<file path="src/rtl/morse_keyer_ctrl_pkg.sv">
// Shared state encoding, code-format fields and interval lengths for the Morse keyer.
package morse_keyer_ctrl_pkg;

   typedef enum logic [2:0] {
      StIdle,
      StFetch,
      StLatch,
      StMark,
      StEgap,
      StCgap,
      StWgap
   } state_t;

   // Code word layout: length in the top three bits, elements right-aligned below.
   localparam int unsigned LEN_MSB     = 15;
   localparam int unsigned LEN_LSB     = 13;
   localparam logic [2:0]  LEN_INVALID = 3'd7;

   // Interval lengths in Morse units.
   localparam logic [2:0] DOT_U  = 3'd1;
   localparam logic [2:0] DASH_U = 3'd3;
   localparam logic [2:0] EGAP_U = 3'd1;
   localparam logic [2:0] CGAP_U = 3'd3;
   localparam logic [2:0] WGAP_U = 3'd7;

   function automatic logic [2:0] code_len(input logic [15:0] code);
      return code[LEN_MSB:LEN_LSB];
   endfunction

endpackage

</file>
<file path="src/rtl/morse_keyer_ctrl_unit_timer.sv">
// Counts whole Morse units; flags the last clock of an interval of 'units' units.
module morse_keyer_ctrl_unit_timer #(
   parameter int unsigned UNIT_CYCLES = 6000000,
   parameter int unsigned CNT_W       = 23
) (
   input  logic       clk,
   input  logic       rst_l,
   input  logic       clear,
   input  logic [2:0] units,
   output logic       unit_tick,
   output logic       interval_done
);

   localparam logic [CNT_W-1:0] CntLast = CNT_W'(UNIT_CYCLES - 1);

   logic [CNT_W-1:0] cnt_q;
   logic [2:0]       unit_q;

   assign unit_tick     = (cnt_q == CntLast);
   assign interval_done = unit_tick && (unit_q == units - 3'd1);

   // Cycle and unit counters; clear restarts both so intervals never inherit a partial unit.
   always_ff @(posedge clk or negedge rst_l) begin
      if (!rst_l) begin
         cnt_q  <= '0;
         unit_q <= '0;
      end else if (clear) begin
         cnt_q  <= '0;
         unit_q <= '0;
      end else if (unit_tick) begin
         cnt_q  <= '0;
         unit_q <= unit_q + 3'd1;
      end else begin
         cnt_q <= cnt_q + 1'b1;
      end
   end

endmodule

</file>
<file path="src/rtl/morse_keyer_ctrl.sv">
// Takes a byte from uart_rx, looks up its Morse code and keys it out with unit timing.
module morse_keyer_ctrl
   import morse_keyer_ctrl_pkg::*;
#(
   parameter int unsigned UNIT_CYCLES = 6000000,
   parameter int unsigned CNT_W       = 23
) (
   input  logic        clk,
   input  logic        rst_l,
   input  logic        rx_ready,
   input  logic [7:0]  rx_data,
   output logic        rx_ack,
   output logic [7:0]  rom_addr,
   input  logic [15:0] rom_data,
   output logic        key_out,
   output logic        busy,
   output logic [15:0] cur_code,
   output logic        char_done
);

   state_t      state_q, state_d;
   logic [2:0]  idx_q, idx_d;
   logic [7:0]  rom_addr_q;
   logic [15:0] cur_code_q;
   logic        key_q;
   logic [2:0]  units;
   logic        clear;
   logic        interval_done;
   logic        unit_tick_unused;  // available for debug; playback only needs interval_done
   logic [2:0]  len;

   assign len = code_len(rom_data);

   morse_keyer_ctrl_unit_timer #(
      .UNIT_CYCLES (UNIT_CYCLES),
      .CNT_W       (CNT_W)
   ) u_timer (
      .clk           (clk),
      .rst_l         (rst_l),
      .clear         (clear),
      .units         (units),
      .unit_tick     (unit_tick_unused),
      .interval_done (interval_done)
   );

   // Next-state, element index and handshake/strobe outputs.
   always_comb begin
      state_d   = state_q;
      idx_d     = idx_q;
      units     = DOT_U;
      rx_ack    = 1'b0;
      char_done = 1'b0;
      unique case (state_q)
         StIdle: begin
            if (rx_ready) state_d = StFetch;
         end
         StFetch: state_d = StLatch;
         StLatch: begin
            rx_ack = 1'b1;
            idx_d  = len - 3'd1;
            if (len == LEN_INVALID)  state_d = StIdle;
            else if (len == 3'd0)    state_d = StWgap;
            else                     state_d = StMark;
         end
         StMark: begin
            units = cur_code_q[idx_q] ? DASH_U : DOT_U;
            if (interval_done) state_d = (idx_q == 3'd0) ? StCgap : StEgap;
         end
         StEgap: begin
            units = EGAP_U;
            if (interval_done) begin
               idx_d   = idx_q - 3'd1;
               state_d = StMark;
            end
         end
         StCgap: begin
            units = CGAP_U;
            if (interval_done) begin
               char_done = 1'b1;
               state_d   = StIdle;
            end
         end
         StWgap: begin
            units = WGAP_U;
            if (interval_done) begin
               char_done = 1'b1;
               state_d   = StIdle;
            end
         end
         default: state_d = StIdle;
      endcase
   end

   // Every state change restarts the unit timer.
   assign clear = (state_d != state_q);

   // State, index, ROM address, latched code and registered key drive.
   always_ff @(posedge clk or negedge rst_l) begin
      if (!rst_l) begin
         state_q    <= StIdle;
         idx_q      <= '0;
         rom_addr_q <= '0;
         cur_code_q <= '0;
         key_q      <= 1'b0;
      end else begin
         state_q <= state_d;
         idx_q   <= idx_d;
         key_q   <= (state_d == StMark);
         if (state_q == StIdle && rx_ready) rom_addr_q <= rx_data;
         if (state_q == StLatch)            cur_code_q <= rom_data;
      end
   end

   assign rom_addr = rom_addr_q;
   assign cur_code = cur_code_q;
   assign key_out  = key_q;
   assign busy     = (state_q != StIdle);

endmodule

</file>
<file path="config.mk">
export PLATFORM = sky130hd
export DESIGN_NAME = morse_keyer_ctrl
export DESIGN_NICKNAME = d
export VERILOG_FILES = /design/src/rtl/morse_keyer_ctrl_pkg.sv /design/src/rtl/morse_keyer_ctrl_unit_timer.sv /design/src/rtl/morse_keyer_ctrl.sv
export SDC_FILE = /design/constraint.sdc
export NUM_CORES = 1
export LEC_CHECK = 0
export CELL_PAD_IN_SITES_DETAIL_PLACEMENT = 2
export CELL_PAD_IN_SITES_GLOBAL_PLACEMENT = 2
export CORE_MARGIN = 5
export CORE_UTILIZATION = 31
export CTS_CLUSTER_SIZE = 25
export DETAILED_ROUTE_END_ITERATION = 7
export PLACE_DENSITY = 0.83
export SYNTH_ARGS = -nofsm -noshare
export SYNTH_HDL_FRONTEND = slang
export SYNTH_SLANG_ARGS = --single-unit
</file>
<file path="constraint.sdc">
create_clock -name clk -period 2.6 [get_ports clk]
set_clock_uncertainty 0.05 [all_clocks]
set_input_delay 0.26 -clock clk [delete_from_list [all_inputs] [get_ports clk]]
set_output_delay 0.26 -clock clk [all_outputs]
set_load 0.03 [all_outputs]
</file>
## Word-level counts from Yosys, hierarchy flattened

Index checks and enable logic that the tools add are counted.

- Bits in registers: 57
- Output and inout port bits: 28
- Logic and storage cells: 56

- Add/subtract/negate cells: 5
- Order comparisons: 1
- Equality and inequality tests: 12
- Muxes and demuxes: 21
- Reductions and logical operators: 10

Operator list:

| kind | count |
|---|---|
| 23-bit two-way mux | 2 |
| 3-bit two-way mux | 9 |
| 23-bit by 1-bit adder with 23-bit output (second input constant) | 1 |
| 23-bit == test (second input constant) | 1 |
| 3-bit case mux with 6 select lines | 1 |
| 3-bit == test (second input constant) | 4 |
| 3-bit by 2-bit == test with 1-bit output (second input constant) | 3 |
| 3-bit logical NOT | 3 |
| 3-bit case mux with 3 select lines | 1 |
| 3-bit by 1-bit subtractor with 3-bit output (second input constant) | 3 |
| 3-bit case mux with 2 select lines | 1 |
| 3-bit by 5-bit < comparator with 1-bit output (second input constant) | 1 |
| 1-bit two-way mux | 5 |
| 2-bit nonzero test | 2 |
| 3-bit by 1-bit adder with 3-bit output (second input constant) | 1 |
| 1-bit binary-select mux with 3-bit select | 1 |
| 3-bit by 1-bit == test with 1-bit output (second input constant) | 1 |
| 3-bit == test | 1 |
| 3-bit != test | 1 |
| 3-bit nonzero test | 1 |
| 1-bit logical AND | 2 |
| 2-bit two-way mux | 1 |
| 2-bit != test (second input constant) | 1 |
| 2-bit AND reduction | 1 |
| 2-bit OR reduction | 1 |

## Depth between registers and ports, before layout

- Word-level depth: 11
- Mapped depth: 9
- Gate-level depth less buffers: 8

## Cells and area by module

Synthesis repeated with hierarchy kept, for this count alone.

- Cell total of the unflattened synthesis: 306
- Area, all modules: 2961.6 sq um

Modules (own cells, without submodules):

| module | instances | cells each | area an instance (sq um) | sequential area each (sq um) |
|---|---|---|---|---|
| morse_keyer_ctrl | 1 | 156 | 1561.5 | 775.7 |
| morse_keyer_ctrl_unit_timer | 1 | 150 | 1400.1 | 650.6 |

## Worst setup path before layout

No wires, ideal clock.

- Path type: reg2out
- From: register u_timer.cnt_q[7]
- To: output port char_done
- Arrival: 2.046 ns
- Data required time: 2.290 ns
- Setup slack: 0.244 ns
- Stages on the path, launching flop included: 8
- Path buffers: 1
- Cell sequence: dfrtp_1 > nor4b_1 > nand4_1 > nor4_4 > inv_2 > or3_1 > buf_2 > nor2_1

- Word-level cells in the longest chain between the ends: 4

RTL lines:

| what | RTL line | text |
|---|---|---|
| start: declaration | morse_keyer_ctrl_unit_timer.sv:16 | `logic [CNT_W-1:0] cnt_q;` |
| start signal: assignment | morse_keyer_ctrl_unit_timer.sv:34 | `cnt_q <= cnt_q + 1'b1;` |
| 23-bit == test | morse_keyer_ctrl_unit_timer.sv:19 | `assign unit_tick = (cnt_q == CntLast);` |
| 1-bit logical AND | morse_keyer_ctrl_unit_timer.sv:20 | `assign interval_done = unit_tick && (unit_q == units - 3'd1);` |
| 1-bit two-way mux | morse_keyer_ctrl.sv:78, morse_keyer_ctrl.sv:85 |  |
| 1-bit two-way mux | -- |  |
| end: declaration | morse_keyer_ctrl.sv:18 | `output logic char_done` |

Every way passes these cells.

## Worst setup path in the final report

- From: register u_timer.cnt_q[14]
- To: output port char_done

The elaborated chain is that of the path after synthesis.

==> flow_metrics.py <==
metrics = {
    "worst_setup_path": {
        "start_kind": "flop",
        "worstPathArrival_ns": 2.26,
        "worst-setup-path-type": "reg -> out",
        "r2r_start": "u_timer.cnt_q[14]$_DFF_PN0_",
        "required_ns": 2.29,
        "cpPeakStageDelay_ns": 0.40,
        "crit_chain": "nor4b_2, nand4_1, nor4_4, inv_2, or3_4, nor2_4, buf_6",
        "crit_start": "u_timer.cnt_q[14]$_DFF_PN0_",
        "end_kind": "primary output",
        "slowest_stage": "dfrtp_1",
        "reg2reg_depth": 8,
        "crit_fanout": 2,
        "ff2ff_setup_slack_ns": 0.16,
        "crit_buf_inv": 2,
        "timing.rr.end": "idx_q[2]$_DFFE_PN0P_",
        "cp_top_family": "simple AND/OR/NAND/NOR gates",
    },
    "pwr": {
        "p_comb_frac": 0.498,
        "p_clk_frac": 0.196,
        "sw_frac_of_total": 0.450,
        "p_int_w": 0.00246,
        "p_total_w": 0.00448,
        "p_leak_nw": 1.71,
        "p_switching_w": 0.00202,
        "p_per_area_nw_per_um2": 1160,
        "seq_power_share": 0.306,
        "ir_drop_mv": 0.575,
    },
    "placed_design": {
        "dp_cells": 471,
        "hpwl_mm": 6.15,
        "io_buffers": 54,
        "gp_congestion": 0.783,
    },
    "floorplan": {
        "coreArea_um2": 9110,
        "rows": 35,
        "start_util": 0.314,
        "ios": 55,
        "die_w_um": 106,
        "die_h_um": 106,
        "dieArea_um2": 11300,
    },
    "sta": {
        "slew_violations": 0,
        "fin_crit_sh": 0.990,
        "setup_viol": 0,
        "tightest_slew_ns": 0.752,
        "hold_viol": 0,
        "max_freq_ghz": 0.389,
        "slew_headroom": 0.499,
        "rsz0062_at_grt": "yes",
        "setup_tns_ns": 0,
        "min_period_ns": 2.57,
    },
    "yosys": {
        "synth_top_family_by_area": "simple AND/OR/NAND/NOR gates",
        "synth-seq-cells": 57,
        "synth_adder_area_share": 0.0131,
        "synth.yosys.seq_area_share": 0.498,
        "synth_cell_type_count": 44,
        "syn_inst": 308,
        "synthMuxAreaShare": 0.0652,
        "syn_area_um2": 2860,
        "ys_warn_count": 0,
        "synth-xor-area-share": 0.0735,
        "syn_avg_cell_area_um2": 9.29,
        "syn_nets": 338,
        "synth-simple-area-share": 0.265,
        "synth_compound_area_frac": 0.0577,
    },
    "global_route": {
        "grt_use_total": 0.181,
        "grt_pass1_wl_mm": 15.7,
        "grt_max_degree": 58,
        "overflow": 0,
        "grt_pass1_vias": 3000,
        "antenna_found_initial": 0,
    },
    "route": {
        "wl_per_cell_um": 19.0,
        "drtAntennaViolNets": 0,
        "firstDrtPassIters": 4,
        "route.detailed.drc": 0,
        "wl_mm": 9.38,
        "drt_iter0_drc": 54,
        "vias": 2540,
        "viasPerCell": 5.13,
    },
    "clock_network": {
        "cts_buffer_depth": 2,
        "cts_tree": "yes",
        "htree_levels": 3,
        "clock-root-buffer": "clkbuf_8",
        "worst_skew_pair.late_latency_ns": 0.36,
        "ctsHoldBuffers": 0,
        "cts.sinks": 57,
        "numCtsBuffers": 9,
        "clk_pin_slew_ns": 0.07,
    },
    "cells_and_area": {
        "drive_gt1_frac": 0.151,
        "multi_input_area_um2": 1390,
        "regArea_um2": 1430,
        "fin_cells": 495,
        "antenna_cells": 0,
        "area_growth_pct": 35.0,
        "final_nets": 409,
        "n_fill_cell": 1000,
    },
    "worst_hold_path": {
        "hp-class": "in -> async",
    },
    "run_status": {
        "status": "finished clean",
    },
    "job": {
        "maxCapViolCount": 0,
    },
}
-- worst max path at each step --
stage / endpoint / slack [ns] / depth (start not counted)
final: char_done / 0.03 / 7
after floorplan: char_done / 0.24 / 7
after global placement: char_done / 0.21 / 7
after CTS: char_done / 0.008 / 7
after detailed placement: key_out$_DFF_PN0_ / 0.07 / 7
after global routing: char_done / -0.06 / 7
-- per-layer routing --
layer  global-route usage  up-vias  part of all wire  routed length (um)
li1                     -     1172                 -                   -
met1                0.197     1295              0.41                3810
met2                0.328       60              0.52                4840
met3               0.0583       13             0.061                 573
met4               0.0648        0             0.018                 166
met5                    0        -                 0                   0
-- what timing repair did --
item,CTS,global route
pin swaps,5,3
setup buffers,8,0
gates resized for setup,3,5
endpoints found under the hold margin,0,0
endpoints found under the setup margin,1,2
cloned,0,0
-- metrics by stage --
step	util	area, um^2	setup WS, ns	hold WS (ns)
floorplan	-	2860	0.244	-0.0856
global placement	0.391	3570	0.209	0.409
detailed placement	0.391	3570	0.0689	0.419
CTS	0.422	3850	0.00787	0.0310
global route	0.424	3860	-0.0638	0.0836
finish	0.424	3860	0.0262	0.0118
-- cell usage after synthesis, drive strengths merged --
cell / count / share of area
a31oi: 2 / 0.0044
nand3: 14 / 0.029
nand2: 71 / 0.093
o221ai: 1 / 0.0031
or2: 2 / 0.0044
nand2b: 1 / 0.0022
nor4b: 2 / 0.0061
a21oi: 11 / 0.019
or3b: 1 / 0.0031
o21ai: 3 / 0.0052
o21a: 1 / 0.0026
a311o: 1 / 0.0035
xnor2: 9 / 0.028
nor2b: 2 / 0.0044
inv: 6 / 0.0079
o211a: 1 / 0.0035
o31ai: 1 / 0.0026
mux2i: 7 / 0.024
clkinv: 1 / 0.0013
a211oi: 1 / 0.0026
xor2: 15 / 0.046
nand4: 5 / 0.011
buf: 4 / 0.0070
nor4: 1 / 0.0074
ha: 3 / 0.013
dfrtp: 57 / 0.50
mux2: 10 / 0.041
and4: 2 / 0.0070
a22oi: 1 / 0.0026
nor2: 39 / 0.051
and3: 5 / 0.011
nor3: 9 / 0.016
clkbuf: 8 / 0.010
nand3b: 3 / 0.0079
or3: 4 / 0.0087
o211ai: 2 / 0.0052
o41ai: 1 / 0.0031
and4b: 1 / 0.0035
-- power by group through the flow --
stage	registers (W)	logic (W)	clock network (W)
floorplan	0.00169	0.000959	0
global placement	0.00135	0.00214	0
detailed placement	0.00137	0.00221	0
CTS	0.00137	0.00226	0.000897
global route	0.00141	0.00243	0.000943
finish	0.00137	0.00223	0.000879
-- registers in the layout, indices dropped and copies added, names as in the netlist --
signal / cells
cur_code: 16
idx_q: 3
key_out: 1
rom_addr: 8
state_q: 3
u_timer.cnt_q: 23
u_timer.unit_q: 3
-- cell families after synthesis --
family                   Yosys count
AND/OR/NAND/NOR                  162
multiplexers                      17
buffers and inverters             19
flip-flops                        57
XOR/XNOR                          24
adder cells (fa/ha/maj)            3
AO/OA/AOI/OAI                     26
-- layout make-up --
type / count / area share
inverter: 7 / 0.00680
tap: 111 / 0.0360
clock buffer: 9 / 0.0321
sequential: 57 / 0.370
clock inverter: 7 / 0.0207
timing repair buffer: 72 / 0.174
multi-input combinational: 232 / 0.361
-- cells in the final DEF, fill, tap and decap left out, types with 2 or more instances in the layout --
cell type / n
nand3_1: 13
o211ai_1: 2
clkdlybuf4s50_1: 52
xnor2_1: 9
clkinv_4: 3
nand3b_1: 3
dfrtp_1: 56
nand4_1: 5
inv_1: 5
nand2_1: 71
nor4b_2: 2
clkinvlp_4: 2
ha_1: 2
and3_1: 5
o21ai_0: 2
or3_1: 3
nor2_1: 38
a31oi_1: 2
a21oi_1: 11
buf_4: 18
mux2_2: 9
nor2b_1: 2
clkbuf_8: 9
nor3_1: 9
xor2_1: 15
mux2i_1: 7
Note: power is estimated with default switching activity, not from simulation.
